<file path="src/rtl/ps2_pkg.sv">
// Shared constants and types for the PS/2 keyboard receiver: frame geometry,
// scancode set 2 values with special meaning, control ASCII codes and the
// glyph record produced by the scancode lookup table.
package ps2_pkg;

    // Device-to-host frame: start, 8 data bits, odd parity, stop
    localparam int FRAME_BITS = 11;

    // Scancode set 2 values handled by the modifier/prefix logic
    localparam logic [7:0] SC_EXT    = 8'hE0;
    localparam logic [7:0] SC_BREAK  = 8'hF0;
    localparam logic [7:0] SC_LSHIFT = 8'h12;
    localparam logic [7:0] SC_RSHIFT = 8'h59;
    localparam logic [7:0] SC_CAPS   = 8'h58;
    localparam logic [7:0] SC_ENTER  = 8'h5A;

    // Control characters emitted by the decoder
    localparam logic [7:0] ASC_NUL   = 8'h00;
    localparam logic [7:0] ASC_BS    = 8'h08;
    localparam logic [7:0] ASC_TAB   = 8'h09;
    localparam logic [7:0] ASC_CR    = 8'h0D;
    localparam logic [7:0] ASC_ESC   = 8'h1B;
    localparam logic [7:0] ASC_SPACE = 8'h20;

    // One lookup-table entry: unshifted and shifted glyph plus key class
    typedef struct packed {
        logic [7:0] lower;
        logic [7:0] upper;
        logic       letter;
        logic       mapped;
    } glyph_t;

    // Letter entry: the shifted glyph is the upper-case form of the lower one
    function automatic glyph_t mk_letter(input logic [7:0] lc);
        glyph_t g;
        g.lower  = lc;
        g.upper  = lc - 8'h20;
        g.letter = 1'b1;
        g.mapped = 1'b1;
        return g;
    endfunction

    // Non-letter entry with explicit unshifted/shifted glyphs
    function automatic glyph_t mk_sym(input logic [7:0] lo, input logic [7:0] hi);
        glyph_t g;
        g.lower  = lo;
        g.upper  = hi;
        g.letter = 1'b0;
        g.mapped = 1'b1;
        return g;
    endfunction

endpackage

</file>
<file path="src/rtl/ps2_scancode_to_ascii.sv">
// Combinational scancode set 2 to ASCII table. Letters follow shift XOR caps,
// every other mapped key follows shift alone. Codes not in the table report
// mapped=0 and ascii=0.
module ps2_scancode_to_ascii
    import ps2_pkg::*;
(
    input  logic [7:0] code,
    input  logic       shift,
    input  logic       caps,
    output logic [7:0] ascii,
    output logic       mapped
);

    glyph_t g;

    // Table lookup followed by glyph selection from the modifier state
    always_comb begin
        g = '0;
        case (code)
            // letters
            8'h1C: g = mk_letter(8'h61);
            8'h32: g = mk_letter(8'h62);
            8'h21: g = mk_letter(8'h63);
            8'h23: g = mk_letter(8'h64);
            8'h24: g = mk_letter(8'h65);
            8'h2B: g = mk_letter(8'h66);
            8'h34: g = mk_letter(8'h67);
            8'h33: g = mk_letter(8'h68);
            8'h43: g = mk_letter(8'h69);
            8'h3B: g = mk_letter(8'h6A);
            8'h42: g = mk_letter(8'h6B);
            8'h4B: g = mk_letter(8'h6C);
            8'h3A: g = mk_letter(8'h6D);
            8'h31: g = mk_letter(8'h6E);
            8'h44: g = mk_letter(8'h6F);
            8'h4D: g = mk_letter(8'h70);
            8'h15: g = mk_letter(8'h71);
            8'h2D: g = mk_letter(8'h72);
            8'h1B: g = mk_letter(8'h73);
            8'h2C: g = mk_letter(8'h74);
            8'h3C: g = mk_letter(8'h75);
            8'h2A: g = mk_letter(8'h76);
            8'h1D: g = mk_letter(8'h77);
            8'h22: g = mk_letter(8'h78);
            8'h35: g = mk_letter(8'h79);
            8'h1A: g = mk_letter(8'h7A);
            // digit row
            8'h45: g = mk_sym(8'h30, 8'h29);
            8'h16: g = mk_sym(8'h31, 8'h21);
            8'h1E: g = mk_sym(8'h32, 8'h40);
            8'h26: g = mk_sym(8'h33, 8'h23);
            8'h25: g = mk_sym(8'h34, 8'h24);
            8'h2E: g = mk_sym(8'h35, 8'h25);
            8'h36: g = mk_sym(8'h36, 8'h5E);
            8'h3D: g = mk_sym(8'h37, 8'h26);
            8'h3E: g = mk_sym(8'h38, 8'h2A);
            8'h46: g = mk_sym(8'h39, 8'h28);
            // punctuation
            8'h0E: g = mk_sym(8'h60, 8'h7E);
            8'h4E: g = mk_sym(8'h2D, 8'h5F);
            8'h55: g = mk_sym(8'h3D, 8'h2B);
            8'h54: g = mk_sym(8'h5B, 8'h7B);
            8'h5B: g = mk_sym(8'h5D, 8'h7D);
            8'h5D: g = mk_sym(8'h5C, 8'h7C);
            8'h4C: g = mk_sym(8'h3B, 8'h3A);
            8'h52: g = mk_sym(8'h27, 8'h22);
            8'h41: g = mk_sym(8'h2C, 8'h3C);
            8'h49: g = mk_sym(8'h2E, 8'h3E);
            8'h4A: g = mk_sym(8'h2F, 8'h3F);
            // control keys, identical shifted or not
            8'h29: g = mk_sym(ASC_SPACE, ASC_SPACE);
            8'h5A: g = mk_sym(ASC_CR, ASC_CR);
            8'h66: g = mk_sym(ASC_BS, ASC_BS);
            8'h0D: g = mk_sym(ASC_TAB, ASC_TAB);
            8'h76: g = mk_sym(ASC_ESC, ASC_ESC);
            default: g = '0;
        endcase

        mapped = g.mapped;
        if (g.letter) begin
            ascii = (shift ^ caps) ? g.upper : g.lower;
        end else begin
            ascii = shift ? g.upper : g.lower;
        end
    end

endmodule

</file>
<file path="src/rtl/ps2_keyboard_rx.sv">
// PS/2 keyboard receiver. Synchronises the raw keyboard lines, deframes
// 11-bit device-to-host frames on falling PS/2 clock edges, abandons partial
// frames after a quiet period, and turns set 2 scancodes into ASCII strobes
// while tracking shift, caps-lock and the E0/F0 prefixes.
module ps2_keyboard_rx
    import ps2_pkg::*;
#(
    parameter int TIMEOUT_CYCLES = 5000
) (
    input  logic       clk,
    input  logic       reset,
    input  logic       ps2_clk,
    input  logic       ps2_data,
    output logic [7:0] ascii,
    output logic       new_char,
    output logic       frame_err
);

    localparam int TW = (TIMEOUT_CYCLES > 2) ? $clog2(TIMEOUT_CYCLES) : 1;
    localparam logic [TW-1:0] TIMEOUT_LAST = TW'(TIMEOUT_CYCLES - 1);
    localparam logic [3:0]    LAST_BIT     = 4'(FRAME_BITS - 1);

    // Synchroniser chains; clk_prev_q is the synchronised clock one cycle late
    logic clk_s1_q, clk_s2_q, clk_prev_q;
    logic data_s1_q, data_s2_q;
    logic fall;

    // Deframer state
    logic [3:0]    bit_cnt_q, bit_cnt_d;
    logic [9:0]    shift_q, shift_d;
    logic [TW-1:0] timeout_q, timeout_d;
    logic          code_valid_q, code_valid_d;
    logic          code_ok_q, code_ok_d;
    logic [7:0]    code_q, code_d;

    // Modifier / prefix state and output registers
    logic       lshift_q, lshift_d;
    logic       rshift_q, rshift_d;
    logic       caps_q, caps_d;
    logic       break_q, break_d;
    logic       ext_q, ext_d;
    logic [7:0] ascii_q, ascii_d;
    logic       new_char_q, new_char_d;
    logic       frame_err_q, frame_err_d;

    logic [7:0] lut_ascii;
    logic       lut_mapped;

    assign fall = clk_prev_q & ~clk_s2_q;

    ps2_scancode_to_ascii u_lut (
        .code   (code_q),
        .shift  (lshift_q | rshift_q),
        .caps   (caps_q),
        .ascii  (lut_ascii),
        .mapped (lut_mapped)
    );

    // Deframer: collect bits on falling edges, judge the frame on bit 10,
    // and drop a partial frame when the keyboard goes quiet
    always_comb begin
        bit_cnt_d    = bit_cnt_q;
        shift_d      = shift_q;
        timeout_d    = timeout_q;
        code_valid_d = 1'b0;
        code_ok_d    = code_ok_q;
        code_d       = code_q;
        if (fall) begin
            timeout_d = '0;
            if (bit_cnt_q == LAST_BIT) begin
                // Stop bit arrives live from the synchroniser; the rest is stored
                bit_cnt_d    = '0;
                code_valid_d = 1'b1;
                code_d       = shift_q[8:1];
                code_ok_d    = ~shift_q[0] & data_s2_q & (^shift_q[9:1]);
            end else begin
                shift_d[bit_cnt_q] = data_s2_q;
                bit_cnt_d          = bit_cnt_q + 4'd1;
            end
        end else if (bit_cnt_q != 4'd0) begin
            if (timeout_q == TIMEOUT_LAST) begin
                bit_cnt_d = '0;
                timeout_d = '0;
            end else begin
                timeout_d = timeout_q + TW'(1);
            end
        end else begin
            timeout_d = '0;
        end
    end

    // Decoder: prefix/modifier tracking and next values of the output registers
    always_comb begin
        lshift_d    = lshift_q;
        rshift_d    = rshift_q;
        caps_d      = caps_q;
        break_d     = break_q;
        ext_d       = ext_q;
        ascii_d     = ascii_q;
        new_char_d  = 1'b0;
        frame_err_d = 1'b0;
        if (code_valid_q) begin
            if (!code_ok_q) begin
                // Corrupt frame: report it and leave every prefix untouched
                frame_err_d = 1'b1;
            end else if (code_q == SC_EXT) begin
                ext_d = 1'b1;
            end else if (code_q == SC_BREAK) begin
                break_d = 1'b1;
            end else if (break_q) begin
                // Key release only matters for the shift keys
                if (code_q == SC_LSHIFT) lshift_d = 1'b0;
                if (code_q == SC_RSHIFT) rshift_d = 1'b0;
                break_d = 1'b0;
                ext_d   = 1'b0;
            end else if (ext_q) begin
                // Of the extended keys only keypad enter produces a character
                if (code_q == SC_ENTER) begin
                    ascii_d    = ASC_CR;
                    new_char_d = 1'b1;
                end
                ext_d = 1'b0;
            end else if (code_q == SC_LSHIFT) begin
                lshift_d = 1'b1;
            end else if (code_q == SC_RSHIFT) begin
                rshift_d = 1'b1;
            end else if (code_q == SC_CAPS) begin
                caps_d = ~caps_q;
            end else if (lut_mapped) begin
                ascii_d    = lut_ascii;
                new_char_d = 1'b1;
            end
        end
    end

    // State update; synchronisers reset to the idle-high line level so that
    // leaving reset can never look like a falling edge
    always_ff @(posedge clk) begin
        if (reset) begin
            clk_s1_q     <= 1'b1;
            clk_s2_q     <= 1'b1;
            clk_prev_q   <= 1'b1;
            data_s1_q    <= 1'b1;
            data_s2_q    <= 1'b1;
            bit_cnt_q    <= '0;
            shift_q      <= '0;
            timeout_q    <= '0;
            code_valid_q <= 1'b0;
            code_ok_q    <= 1'b0;
            code_q       <= '0;
            lshift_q     <= 1'b0;
            rshift_q     <= 1'b0;
            caps_q       <= 1'b0;
            break_q      <= 1'b0;
            ext_q        <= 1'b0;
            ascii_q      <= ASC_NUL;
            new_char_q   <= 1'b0;
            frame_err_q  <= 1'b0;
        end else begin
            clk_s1_q     <= ps2_clk;
            clk_s2_q     <= clk_s1_q;
            clk_prev_q   <= clk_s2_q;
            data_s1_q    <= ps2_data;
            data_s2_q    <= data_s1_q;
            bit_cnt_q    <= bit_cnt_d;
            shift_q      <= shift_d;
            timeout_q    <= timeout_d;
            code_valid_q <= code_valid_d;
            code_ok_q    <= code_ok_d;
            code_q       <= code_d;
            lshift_q     <= lshift_d;
            rshift_q     <= rshift_d;
            caps_q       <= caps_d;
            break_q      <= break_d;
            ext_q        <= ext_d;
            ascii_q      <= ascii_d;
            new_char_q   <= new_char_d;
            frame_err_q  <= frame_err_d;
        end
    end

    assign ascii     = ascii_q;
    assign new_char  = new_char_q;
    assign frame_err = frame_err_q;

endmodule

</file>
<file path="config.mk">
export PLATFORM = sky130hd
export DESIGN_NAME = ps2_keyboard_rx
export DESIGN_NICKNAME = d
export VERILOG_FILES = /design/src/rtl/ps2_pkg.sv /design/src/rtl/ps2_scancode_to_ascii.sv /design/src/rtl/ps2_keyboard_rx.sv
export SDC_FILE = /design/constraint.sdc
export NUM_CORES = 1
export LEC_CHECK = 0
export CELL_PAD_IN_SITES_DETAIL_PLACEMENT = 1
export CELL_PAD_IN_SITES_GLOBAL_PLACEMENT = 1
export CORE_MARGIN = 5
export CORE_UTILIZATION = 47
export CTS_BUF_LIST = sky130_fd_sc_hd__clkbuf_4 sky130_fd_sc_hd__clkbuf_8 sky130_fd_sc_hd__clkbuf_16
export CTS_CLUSTER_DIAMETER = 120
export DETAILED_ROUTE_END_ITERATION = 8
export GPL_TIMING_DRIVEN = 0
export PLACE_DENSITY = 0.91
export SLEW_MARGIN = 20
export SYNTH_ARGS = -nofsm -noshare
export SYNTH_HDL_FRONTEND = slang
export SYNTH_SLANG_ARGS = --single-unit
</file>
<file path="constraint.sdc">
create_clock -name clk -period 3.4 [get_ports clk]
set_input_delay 0.34 -clock clk [delete_from_list [all_inputs] [get_ports clk]]
set_output_delay 0.34 -clock clk [all_outputs]
set_load 0.1 [all_outputs]
</file>
==> results of run 1 <==
## worst max-delay path, cell delays in order, from the launching register on
cell	delay (ps)
dfxtp_1	360
and4bb_4	420
buf_8	160
nand3_2	150
a21oi_4	310
ha_1	280
clkbuf_1	260
a211oi_2	350
mux2i_1	150
o221ai_2	320
mux2i_2	150
a211oi_2	230
## synthesized netlist by cell type, types with 5 or more instances
cell type / count
o22ai_1: 5
xor2_1: 11
buf_6: 7
dfxtp_1: 72
clkbuf_1: 19
a21oi_1: 39
buf_2: 12
o211ai_1: 9
o21ai_1: 7
nor3_1: 14
nor2_1: 56
a211oi_1: 13
xnor2_1: 11
o21ai_0: 34
nand2_1: 57
a31oi_1: 11
ha_1: 11
nand4_1: 7
and3_1: 5
nor2b_1: 5
nand3_1: 37
inv_1: 13
or2_2: 6
mux2i_1: 28
o221ai_1: 5
and2_1: 5
## power breakdown
part	total (mW)	leakage (nW)	internal (mW)	switching (mW)
Sequential	0.850	0.581	0.847	0.00289
Clock	0.823	0.125	0.506	0.318
Combinational	0.0524	1.16	0.0140	0.0384
## stage by stage
step	setup WS, ps	cells
2_1_floorplan	692	582
3_3_place_gp	-482	727
3_5_place_dp	-447	727
4_1_cts	35.7	742
5_1_grt	22.3	742
6_report	161	742
## worst max path at each step
stage | endpoint | cells after the start | from
after floorplan | flip-flop | 12 | bit_cnt_q[3]$_SDFFE_PP0P_
after global placement | flip-flop | 11 | reset
after detailed placement | flip-flop | 11 | reset
after CTS | flip-flop | 11 | bit_cnt_q[2]$_SDFFE_PP0P_
after global routing | flip-flop | 13 | bit_cnt_q[3]$_SDFFE_PP0P_
final | flip-flop | 11 | bit_cnt_q[2]$_SDFFE_PP0P_
## timing repair
| item | 4_1_cts | 5_1_grt |
|---|---|---|
| gates resized for setup | 4 | 4 |
| pin swaps | 0 | 1 |
| endpoints found under the setup margin | 10 | 11 |
## logic make-up after synthesis
group           after synthesis
simple gates                217
compound gates              169
flops                        72
buf+inv                      61
mux                          29
xor+xnor                     22
fa+ha+maj                    11
other cells                   1
## routing by layer
layer / GRT usage [%] / share of wire [%] / vias up
met3: 4.46 / 7.7 / 44
met4: 12.2 / 2.7 / 0
met1: 36.9 / 42 / 2293
met5: 0 / 0 / -
li1: - / - / 2143
met2: 47.2 / 47 / 227
## layout make-up
cell class	count	area, um2	area share [%]
multi-input cells	449	2910	56.0
flip-flops and latches	72	1440	27.7
plain buffers	42	251	4.83
well taps	133	166	3.20
clock buffers	11	139	2.67
repair buffers	12	120	2.31
clock inverters	5	104	2.00
inverters	18	68.8	1.32
==> metrics.yaml, run 1 <==
place_area_mm2: 0.00493
grt_start_max_net_pins: 13
h-tree-depth: 3
final_common_cell: "dfxtp_1"
maxCapViolations: 0
rrSetupSlack_ps: 160
max-slew-margin-rel_pct: 34.7
grt_pass1_wl_mm: 26.4
holdWs_ps: 417
fp.coreArea_mm2: 0.00968
hp-start: "data_s1_q$_SDFF_PP1_"
grt_pass1_vias: 4872
syn_inst: 582
status: "finished, final reports clean"
yosysSeqAreaShare_pct: 31.0
viasPerCell: 6.34
rr_worst_depth: 11
cts_hold_buffers: 0
cts_tree: "built"
critical_path_arrival_ps: 3500
drcViolationCount: 0
synth_cell_types: 72
finalSetupViolCount: 0
ctsRootBufferMaster: "clkbuf_8"
globalplace.congestion: 1.03
synth_compound_area_share_pct: 24.9
max_freq_mhz: 309
syn_to_final_growth_pct: 12.1
worstMarginPinSlew_ps: 977
async_flop_share_pct: 0
holdPathStages: 1
power_per_cell_area_mw_per_mm2: 332
globalRouteTotalUtil_pct: 28.6
gr-total-overflow: 0
insertion_delay_ps: 350
antenna_found_initial: 0
wirelength_mm: 16.4
die_x_um: 109
synthSimpleGateAreaFrac_pct: 23.6
path_class: "flip-flop to flip-flop"
clockBufferDepth: 2
finClkSkew_ps: 8.25
first_iter_violations: 425
std_cell_rows: 36
design_area_mm2: 0.00520
rsz0062_at_grt: "no"
die_area_mm2: 0.0120
fin_nets: 619
clkSinkCount: 72
ir_drop_mv: 0.187
cts_setup_buffers: 0
yosys_register_bits: 72
yosysTopAreaCell: "dfxtp_1"
drive_gt1_share_pct: 12.8
leakage_nw: 1.87
setup_tns_ps: 0
num_vias: 4707
synth-adder-area-share_pct: 2.96
start_util_pct: 47.9
io_buffer_count: 12
finalPower_mw: 1.73
synth-edff-count: 0
synthTopCellsByArea: "dfxtp_1 31%, mux2i_1 6.0%, nand2_1 4.6%, nor2_1 4.5%, a21oi_1 4.2%"
final_util_pct: 53.7
fillers: 1172
syn_area_per_cell_um2: 7.98
slew_violations: 0
antenna_cells: 0
synth_warnings: 0
final_cell_mix: "72 x dfxtp_1, 57 x nand2_1, 56 x nor2_1"
dp.final_hpwl_mm: 12.0
crit_required_ps: 3660
dieHeight_um: 109
critPathLaunchType: "flip-flop"
clkTransAtPathRegs_ps: 80
worstPathMaxFanout: 10
netlist_area_mm2: 0.00464
synth_xor_area_share_pct: 4.15
routedWlPerCell_um: 22.2
min_to: "data_s2_q$_SDFF_PP1_"
first_pass_iters: 5
min_period_over_period_pct: 95.3
regToRegStartpoint: "bit_cnt_q[2]$_SDFFE_PP0P_"
cts_buffers: 9
ant_nets: 0
finalCriticalPeriod_ps: 3240
ios: 14
synth-main-ff-cell: "dfxtp_1"
hold_class: "flip-flop to flip-flop"
report.final.hold_viol_count: 0
synth_top_area_share_pct: 31.0
synth.net_count: 597
synthMuxAreaShare_pct: 6.33
synth_top_family_by_area: "compound AO/OA/AOI/OAI gates"
endpoint_kind: "flip-flop"
Power figures use the tool's default switching activity.
==> run 2: changes to the inputs <==
--- a/config.mk
+++ b/config.mk
@@ -8,12 +8,13 @@
 export CELL_PAD_IN_SITES_DETAIL_PLACEMENT = 1
 export CELL_PAD_IN_SITES_GLOBAL_PLACEMENT = 1
 export CORE_MARGIN = 5
-export CORE_UTILIZATION = 47
+export CORE_UTILIZATION = 49
 export CTS_BUF_LIST = sky130_fd_sc_hd__clkbuf_4 sky130_fd_sc_hd__clkbuf_8 sky130_fd_sc_hd__clkbuf_16
 export CTS_CLUSTER_DIAMETER = 120
 export DETAILED_ROUTE_END_ITERATION = 8
+export DONT_BUFFER_PORTS = 1
 export GPL_TIMING_DRIVEN = 0
-export PLACE_DENSITY = 0.91
+export PLACE_DENSITY = 0.92
 export SLEW_MARGIN = 20
 export SYNTH_ARGS = -nofsm -noshare
 export SYNTH_HDL_FRONTEND = slang
==> metrics.yaml, run 2 (same netlist as run 1, synthesis figures left out) <==
num_vias: 4788  # +1.7%
dp.final_hpwl_mm: 12.1  # +0.74%
clkTransAtPathRegs_ps: 90  # about the same
finClkSkew_ps: 21.3  # +13.0 ps
max_freq_mhz: 300  # -3.0%
final_util_pct: 54.3  # +0.51 points
worstPathMaxFanout: 12  # +2
grt_pass1_wl_mm: 26.5  # +0.34%
globalRouteTotalUtil_pct: 29.4  # +0.80 points
finalCriticalPeriod_ps: 3340  # +99.4 ps
critPathLaunchType: "flip-flop"
gr-total-overflow: 0  # unchanged
rsz0062_at_grt: "yes"
power_per_cell_area_mw_per_mm2: 310  # -6.6%
drcViolationCount: 0  # unchanged
report.final.hold_viol_count: 0  # unchanged
antenna_found_initial: 0  # unchanged
crit_required_ps: 3620  # -40 ps
final_cell_mix: "72 x dfxtp_1, 57 x nand2_1, 56 x nor2_1"
insertion_delay_ps: 350  # about the same
wirelength_mm: 16.9  # +3.0%
ios: 14  # unchanged
final_common_cell: "dfxtp_1"
slowest_delay_ps: 450  # +30 ps
die_x_um: 107  # -1.9%
crit_slowest_cell: "dfxtp_1"
regToRegStartpoint: "bit_cnt_q[2]$_SDFFE_PP0P_"
worstMarginPinSlew_ps: 981  # +4.35 ps
max-slew-margin-rel_pct: 34.5  # -0.18 points
fin_nets: 606  # -2.1%
first_iter_violations: 530  # +25%
fp.coreArea_mm2: 0.00924  # -4.6%
setup_tns_ps: 0  # unchanged
antenna_cells: 0  # unchanged
clkSinkCount: 72  # unchanged
status: "finished, final reports clean"
ant_nets: 0  # unchanged
finalSetupViolCount: 0  # unchanged
finalPower_mw: 1.55  # -10%
grt_start_max_net_pins: 16  # +3
maxCapViolations: 0  # unchanged
crit_chain: "nand4bb_1 -> buf_4 -> o21ai_0 -> a21o_1 -> buf_4 -> inv_2 -> ha_2 -> inv_1 -> a211oi_2 -> or2_2 -> a211oi_1 -> o32ai_1"
path_class: "flip-flop to flip-flop"
slew_violations: 0  # unchanged
grt_pass1_vias: 4761  # -2.3%
h-tree-depth: 3  # unchanged
ir_drop_mv: 0.209  # +12%
holdPathStages: 1  # unchanged
rr_worst_depth: 12  # +1
clockBufferDepth: 2  # unchanged
rrSetupSlack_ps: 60  # -100 ps
viasPerCell: 6.60  # +4.1%
std_cell_rows: 35  # -2.8%
ctsRootBufferMaster: "clkbuf_8"
routedWlPerCell_um: 23.4  # +5.4%
io_buffer_count: 0  # -12
hold_class: "input port to flip-flop"
critical_path_arrival_ps: 3560  # +60 ps
cts_setup_buffers: 0  # unchanged
start_util_pct: 50.3  # +2.3 points
first_pass_iters: 5  # unchanged
cpMostUsedCell: "buf_4"
holdWs_ps: 83.4  # -334 ps
hp-start: "ps2_clk"
leakage_nw: 1.78  # -4.5%
dieHeight_um: 107  # -1.9%
die_area_mm2: 0.0115  # -3.7%
globalplace.congestion: 0.989  # -4.4%
endpoint_kind: "flip-flop"
min_period_over_period_pct: 98.2  # +2.9 points
cts_buffers: 9  # unchanged
syn_to_final_growth_pct: 7.98
crit_start: "bit_cnt_q[2]$_SDFFE_PP0P_"
drive_gt1_share_pct: 12.9  # +0.11 points
cts_tree: "built"
-- run 2: cell count changes in the layout (fill, tap and decap cells not counted), moves of 2 or more --
| cell | change |
|---|---|
| clkinvlp_4 | +3 |
| bufinv_16 | -3 |
| inv_6 | +2 |
| o21ai_2 | -2 |
| clkdlybuf4s50_1 | -12 |
-- run 2: layout make-up --
cell class | instances | area, um2
tap | 129 | 161
inverter | 18 | 68.8
clock inverter | 7 | 60.1
clock buffer | 9 | 124
buffer | 41 | 250
fill | 1159 | 4230
multi-input combinational | 449 | 2910
sequential | 72 | 1440
-- run 2: routing by layer --
layer,GRT usage (%),vias up,part of all wire [%],wire length [um]
met5,0,-,0,0
met4,9.56,0,3.1,521
li1,-,2129,-,-
met2,45.8,312,44,7490
met1,40.7,2285,43,7220
met3,5.82,62,10,1700
-- run 2: report_power, final --
group          leakage, nW  switching, mW  total, mW  internal [mW]
logic                 1.11         0.0380     0.0491         0.0110
clock network       0.0848          0.375      0.653          0.278
registers            0.581        0.00298      0.850          0.847
total                 1.78          0.416       1.55           1.14
-- run 2: repair_timing --
item,4_1_cts,5_1_grt
hold buffers,0,0
setup endpoints to repair,9,9
resized for setup,3,5
-- run 2: stage by stage --
stage                     std cells  setup slack (ps)  instance area [um2]
final                           725              62.1                 5010
after global routing            725             -2.76                 5010
after CTS                       726              42.5                 5000
after detailed placement        711              -330                 4800
after global placement          711              -341                 4800
after floorplan                 582               692                 4640
-- run 2: worst min path at each step --
stage,slack [ps],endpoint
final,80,clk_s1_q$_SDFF_PP1_
after global routing,70,clk_s1_q$_SDFF_PP1_
after CTS,80,clk_s1_q$_SDFF_PP1_
after detailed placement,400,data_s2_q$_SDFF_PP1_
after global placement,390,data_s2_q$_SDFF_PP1_
after floorplan,390,clk_s2_q$_SDFF_PP1_
-- run 2: worst max-delay path, delay by kind of cell, from the launching register on --
family / cells / cell delay [ps]
flip-flops: 1 / 450
AND/OR/NAND/NOR: 2 / 370
buffers and inverters: 4 / 830
adder cells (fa/ha/maj): 1 / 390
AO/OA/AOI/OAI: 5 / 1140
